--- config.mk ---
export PLATFORM = sky130hd
export DESIGN_NAME = cmos_frame_packer
export DESIGN_NICKNAME = d
export VERILOG_FILES = /design/src/rtl/cmos_frame_packer.sv
export SDC_FILE = /design/constraint.sdc
export NUM_CORES = 1
export LEC_CHECK = 0
export ABC_AREA = 0
export CELL_PAD_IN_SITES_DETAIL_PLACEMENT = 1
export CELL_PAD_IN_SITES_GLOBAL_PLACEMENT = 2
export CORE_MARGIN = 2
export CORE_UTILIZATION = 39
export CTS_BUF_LIST = sky130_fd_sc_hd__clkbuf_4
export CTS_CLUSTER_DIAMETER = 30
export CTS_CLUSTER_SIZE = 20
export DETAILED_ROUTE_END_ITERATION = 7
export GPL_ROUTABILITY_DRIVEN = 0
export GPL_TIMING_DRIVEN = 0
export PLACE_DENSITY = 0.95
export SETUP_SLACK_MARGIN = 0.2
export SYNTH_ARGS = -nofsm -noshare
export SYNTH_HDL_FRONTEND = slang
export SYNTH_SLANG_ARGS = --single-unit
--- constraint.sdc ---
create_clock -name clk -period 3.5 [get_ports clk]
set_input_delay 0.35 -clock clk [delete_from_list [all_inputs] [get_ports clk]]
set_output_delay 0.35 -clock clk [all_outputs]
set_load 0.05 [all_outputs]
--- src/rtl/cmos_frame_packer.sv ---
// Packs OV5640 RGB565 pixels into 32-bit frame-buffer words, one req/ack per frame,
// with per-frame geometry checking, frame skipping and an SDRAM over-length cap.
module cmos_frame_packer #(
  parameter int unsigned H_PIX = 1024,
  parameter int unsigned V_PIX = 768,
  parameter logic [3:0]  SKIP  = 4'd0
) (
  input  logic        clk,
  input  logic        rst_n,
  input  logic        cmos_frame_vsync,
  input  logic        cmos_frame_href,
  input  logic        cmos_frame_valid,
  input  logic [15:0] cmos_frame_data,
  output logic        write_req,
  input  logic        write_req_ack,
  output logic        write_en,
  output logic [31:0] write_data,
  output logic        frame_done,
  output logic        frame_err,
  output logic [15:0] frame_cnt
);

  localparam int unsigned FRAME_WORDS = H_PIX * V_PIX;

  typedef enum logic [2:0] {S_IDLE, S_REQ, S_ARMED, S_ACTIVE, S_DROP} state_t;

  state_t      state_q, state_d;
  logic        vsync_q, vsync_prev_q, href_q, href_prev_q, valid_q;
  logic [15:0] data_q;
  logic        req_q, req_d, wen_q, wen_d, done_q, done_d, err_q, err_d;
  logic [31:0] wdata_q, wdata_d;
  logic [15:0] cnt_q, cnt_d;
  logic [3:0]  skip_q, skip_d;
  logic [11:0] h_q, h_d;
  logic [10:0] v_q, v_d;
  logic [23:0] total_q, total_d;
  logic        geom_q, geom_d, ovf_q, ovf_d;
  logic        fs, line_end, start_frame;

  function automatic logic [31:0] expand565(input logic [15:0] p);
    return {p[15:11], p[15:13], p[10:5], p[10:9], p[4:0], p[4:2], 8'h00};
  endfunction

  assign fs       = vsync_q & ~vsync_prev_q;
  assign line_end = ~href_q & href_prev_q;

  always_ff @(posedge clk or negedge rst_n) begin
    if (!rst_n) begin
      vsync_q      <= 1'b0;
      vsync_prev_q <= 1'b0;
      href_q       <= 1'b0;
      href_prev_q  <= 1'b0;
      valid_q      <= 1'b0;
      data_q       <= '0;
    end else begin
      vsync_q      <= cmos_frame_vsync;
      vsync_prev_q <= vsync_q;
      href_q       <= cmos_frame_href;
      href_prev_q  <= href_q;
      valid_q      <= cmos_frame_valid;
      data_q       <= cmos_frame_data;
    end
  end

  always_ff @(posedge clk or negedge rst_n) begin
    if (!rst_n) begin
      state_q <= S_IDLE;
      req_q   <= 1'b0;
      wen_q   <= 1'b0;
      wdata_q <= '0;
      done_q  <= 1'b0;
      err_q   <= 1'b0;
      cnt_q   <= '0;
      skip_q  <= '0;
      h_q     <= '0;
      v_q     <= '0;
      total_q <= '0;
      geom_q  <= 1'b0;
      ovf_q   <= 1'b0;
    end else begin
      state_q <= state_d;
      req_q   <= req_d;
      wen_q   <= wen_d;
      wdata_q <= wdata_d;
      done_q  <= done_d;
      err_q   <= err_d;
      cnt_q   <= cnt_d;
      skip_q  <= skip_d;
      h_q     <= h_d;
      v_q     <= v_d;
      total_q <= total_d;
      geom_q  <= geom_d;
      ovf_q   <= ovf_d;
    end
  end

  always_comb begin
    state_d     = state_q;
    req_d       = req_q;
    wen_d       = 1'b0;
    wdata_d     = wdata_q;
    done_d      = 1'b0;
    err_d       = 1'b0;
    cnt_d       = cnt_q;
    skip_d      = skip_q;
    h_d         = h_q;
    v_d         = v_q;
    total_d     = total_q;
    geom_d      = geom_q;
    ovf_d       = ovf_q;
    start_frame = 1'b0;

    case (state_q)
      S_IDLE: start_frame = fs;
      S_REQ: begin
        if (write_req_ack) begin
          req_d   = 1'b0;
          state_d = S_ARMED;
        end else if (valid_q) begin
          req_d   = 1'b0;
          state_d = S_DROP;
        end
      end
      S_ARMED, S_ACTIVE: begin
        if (fs) begin
          // An fs while still armed is an empty frame: nothing to report, keep waiting.
          if (state_q == S_ACTIVE) begin
            done_d      = 1'b1;
            err_d       = geom_q | ovf_q | (32'(v_q) != V_PIX);
            cnt_d       = cnt_q + 16'd1;
            skip_d      = SKIP;
            start_frame = 1'b1;
          end
          h_d     = '0;
          v_d     = '0;
          total_d = '0;
          geom_d  = 1'b0;
          ovf_d   = 1'b0;
        end else begin
          if (valid_q) begin
            state_d = S_ACTIVE;
            h_d     = h_q + 12'd1;
            if (32'(total_q) < FRAME_WORDS) begin
              wen_d   = 1'b1;
              wdata_d = expand565(data_q);
              total_d = total_q + 24'd1;
            end else begin
              ovf_d = 1'b1;
            end
          end
          if (line_end) begin
            if (32'(h_d) != H_PIX) geom_d = 1'b1;
            h_d = '0;
            v_d = v_q + 11'd1;
          end
        end
      end
      S_DROP: begin
        if (fs) begin
          skip_d      = '0;
          start_frame = 1'b1;
        end
      end
      default: state_d = S_IDLE;
    endcase

    // Frame-start handling shared by IDLE, frame close and DROP recovery.
    if (start_frame) begin
      if (skip_d == 4'd0) begin
        state_d = S_REQ;
        req_d   = 1'b1;
      end else begin
        skip_d  = skip_d - 4'd1;
        state_d = S_IDLE;
      end
    end
  end

  assign write_req  = req_q;
  assign write_en   = wen_q;
  assign write_data = wdata_q;
  assign frame_done = done_q;
  assign frame_err  = err_q;
  assign frame_cnt  = cnt_q;

endmodule

==> metrics.md <==
| Metric | Value |
|---|---|
| Status | `complete, no violations` |
| Buf+Inv Stages, Crit Path | `1` |
| Largest fanout on the critical path | `5` |
| Row count | `42` |
| Final Critical Period | `2.23 ns` |
| P per Cell Area | `697 nW/um^2` |
| Combined global-route utilization of all metal layers | `18.5%` |
| Clock root buffer | `clkbuf_4` |
| CTS-repair resized insts | `0` |
| Critical register-to-register path endpoint | `skip_q[0]$_DFF_PN0_` |
| Post-DP HPWL | `8.78 mm` |
| CP max stage delay | `0.87 ns` |
| Data required time at the worst endpoint | `3.15 ns` |
| Final design instance area without fill | `6490 sq um` |
| Iteration-0 DRC count of the detailed router | `155` |
| Aggregate routed wire length | `12.2 mm` |
| Endpoint of the worst hold-timing path | `data_q[10]$_DFF_PN0_` |
| Routed vias | `3,923` |
| Arr. time, crit path | `1.88 ns` |
| Headroom to the max-slew limit | `50.8%` |
| Most frequent cells in the layout | `113 x dfrtp_1, 64 x clkdlybuf4s50_1, 47 x nor2_1, 45 x nand2_1, 29 x o21ai_0` |
| Worst clock skew | `0.0157 ns` |
| Share of cell area taken by muxes after synthesis | `4.55%` |
| Final routed DRC violation total | `0` |
| Max-slew violation count | `0` |
| Die span in x | `120 um` |
| Reg2Reg Setup Slack | `1.39 ns` |
| Peak ir drop on the vdd network | `0.361 mV` |
| Source of the worst hold timing path | `cmos_frame_data[10]` |
| Largest family of logic cells by synthesized area | `simple AND/OR/NAND/NOR gates` |
| Yosys warnings | `0` |
| First-pass GRT wire length | `20.9 mm` |
| Smallest hold slack | `0.220 ns` |
| XOR/XNOR share of the synthesized area | `7.17%` |
| Netlist Area Pre-Place | `5250 sq um` |
| Ordered list of cells on the worst path | `clkdlybuf4s50_1` |
| Net count, final | `611` |
| Residual antenna-violating net count after detailed routing | `0` |
| Ys async rst share | `100%` |
| EDFF count, synth | `0` |
| Commonest non-fill, non-tap cell in the layout | `dfrtp_1` |
| DR WL/cell | `15.7 um` |
| Setup crit end kind | `output port` |
| Fraction of the mapped netlist area in compound gates | `7.84%` |
| Floorplan die height | `120 um` |
| Die ar. | `14,400 sq um` |
| TritonCTS sink count | `113` |
| Reg-to-reg startpoint | `state_q[2]$_DFFE_PN0P_` |
| RSZ-0062 raised after global routing | `false` |
| Synthesized area per cell | `10.7 sq um` |
| Starting utilization of the core area | `39.8%` |
| Post-synthesis register bit count | `113` |
| Post-DR vias/cell | `5.08` |
| Worst Setup SP | `frame_cnt[2]$_DFFE_PN0P_` |
| Transition time of the tightest slew-check pin | `0.739 ns` |
| Count of antenna diodes in the layout | `0` |
| Sequential-to-total area share from yosys stat | `53.8%` |
| Remaining global-route overflow | `0` |
| Clock tree from TritonCTS | `done` |
| Critical path's top delay family | `buffers and inverters` |
| CTS buffer count | `17` |
| Length in cells of the worst reg-to-reg path | `8` |
| Final number of hold-violating endpoints | `0` |
| Core region area | `13,200 sq um` |
| Count of buffers inserted at the top-level ports | `65` |
| Instance area after placement | `6170 sq um` |
| Total of fill cells in the finished design | `1,448` |
| Synth-to-layout area growth | `23.6%` |
| Startpoint-to-endpoint class of the critical path | `reg -> out` |
| Fraction of the cycle the final worst path needs | `63.8%` |
| Synth Area in Adders | `1.43%` |
| Final Setup Violations | `0` |
| Highest achievable clock rate | `0.448 GHz` |
| Crit path max-delay cell type | `clkdlybuf4s50_1` |
| Hold depth | `1` |
| Max-cap check violation count | `0` |
| Clock slew at the register clock pins of the worst setup and hold paths | `0.11 ns` |
| Detailed Routing Iterations Pass 1 | `4` |
| Core occupancy in the finished layout | `49.2%` |
| Number of antenna violations at the first check in global routing | `0` |
| Number of top-level pins | `74` |
| Deepest clock path buffer count | `2` |
| Maximum level of the CTS H-tree | `4` |
| Number of global-route vias before repair | `4,262` |
| Synthesized netlist cell count | `490` |
| Worst hold path type | `in -> reg` |
| Count of cell types in the netlist | `58` |
| Kind of start point of the critical path | `flop` |
| Standby leakage power | `0.00284 uW` |
| Ys flop type | `dfrtp_1` |
| Simple-gate area share of the yosys netlist | `19.2%` |
| Pin count of the biggest net entering global routing | `61` |
| Proportion of layout cells with a drive suffix above 1 | `15.3%` |
| Clock latency reported for the late side of the worst-skew pair | `0.55 ns` |
==> Yosys cell counts, types with 5 or more instances <==
library cell / count / area (sq um)
a21oi_1: 12 / 60.1
nand3_1: 26 / 130
nand4_1: 15 / 93.8
or3_1: 5 / 31.3
and4_1: 5 / 43.8
nor2b_1: 10 / 62.6
xnor2_1: 15 / 131
buf_4: 16 / 120
nor2_1: 47 / 176
buf_2: 12 / 60.1
inv_1: 13 / 48.8
mux2_4: 7 / 105
clkbuf_1: 6 / 22.5
nand2b_1: 5 / 31.3
nor3_1: 9 / 45.0
mux2_2: 11 / 124
dfrtp_1: 113 / 2830
xor2_1: 28 / 245
ha_1: 6 / 75.1
o21ai_0: 29 / 145
nand2_1: 45 / 169
==> power breakdown <==
part	internal (uW)	switching (uW)	total, uW
combinational	683	1120	1800
clock	560	503	1060
sequential	1500	159	1660
total	2740	1780	4520
==> registers in the layout, indices dropped and copies added (netlist names), 3 cells and up <==
signal,cells
skip_q,4
total_q,24
data_q,16
write_data,16
state_q,3
v_q,11
h_q,12
frame_cnt,16
==> cells by family after synthesis <==
| kind of cell | count (synthesis) |
|---|---|
| AOI/OAI and AO/OA | 67 |
| and+or+nand+nor | 189 |
| buffers and inverters | 52 |
| xor gates and xnor gates | 43 |
| other | 1 |
| DFF | 113 |
| muxes | 19 |
| adders and majority gates | 6 |
==> per-stage QoR <==
stage / TNS, ns / cells / total power [uW] / setup WS [ns]
after floorplan: 0 / 497 / 2900 / 1.66
after global placement: -251.04 / 738 / 3430 / -2.23
after detailed placement: 0 / 739 / 3500 / 1.36
after CTS: 0 / 772 / 4580 / 1.22
after global routing: 0 / 772 / 4760 / 1.18
final: 0 / 772 / 4520 / 1.27
==> layer usage <==
layer	GRT usage, %	share of wire, %	vias up
met1	21.4	42	1985
li1	-	-	1863
met2	32.5	53	56
met4	6.76	1.4	0
met5	0	0	-
met3	5.42	3.5	19
==> what timing repair did <==
action | CTS | global route
hold endpoints to repair | 53 | 0
setup buffers | 0 | 0
endpoints found under the setup margin | 0 | 0
hold buffers | 1 | 0
==> worst max-delay path by stage <==
| stage | slack [ns] | end | depth (start not counted) |
|---|---|---|---|
| global route | 1.18 | frame_cnt[2] | 1 |
| detailed placement | 1.36 | skip_q[0]$_DFF_PN0_ | 8 |
| global placement | -2.23 | h_q[6]$_DFFE_PN0P_ | 1 |
| finish | 1.27 | frame_cnt[2] | 1 |
| floorplan | 1.66 | skip_q[0]$_DFF_PN0_ | 8 |
| CTS | 1.22 | frame_cnt[2] | 1 |
==> area by class of cell <==
class | count | area (sq um) | area share, %
sequential | 113 | 2830 | 43.6
multi-input combinational | 332 | 2140 | 33.0
timing repair buffer | 67 | 686 | 10.6
buffer | 39 | 263 | 4.05
tap | 176 | 220 | 3.39
clock inverter | 14 | 170 | 2.62
clock buffer | 18 | 135 | 2.08
inverter | 13 | 48.8 | 0.752
No activity file was read; power rests on OpenSTA's default activity.
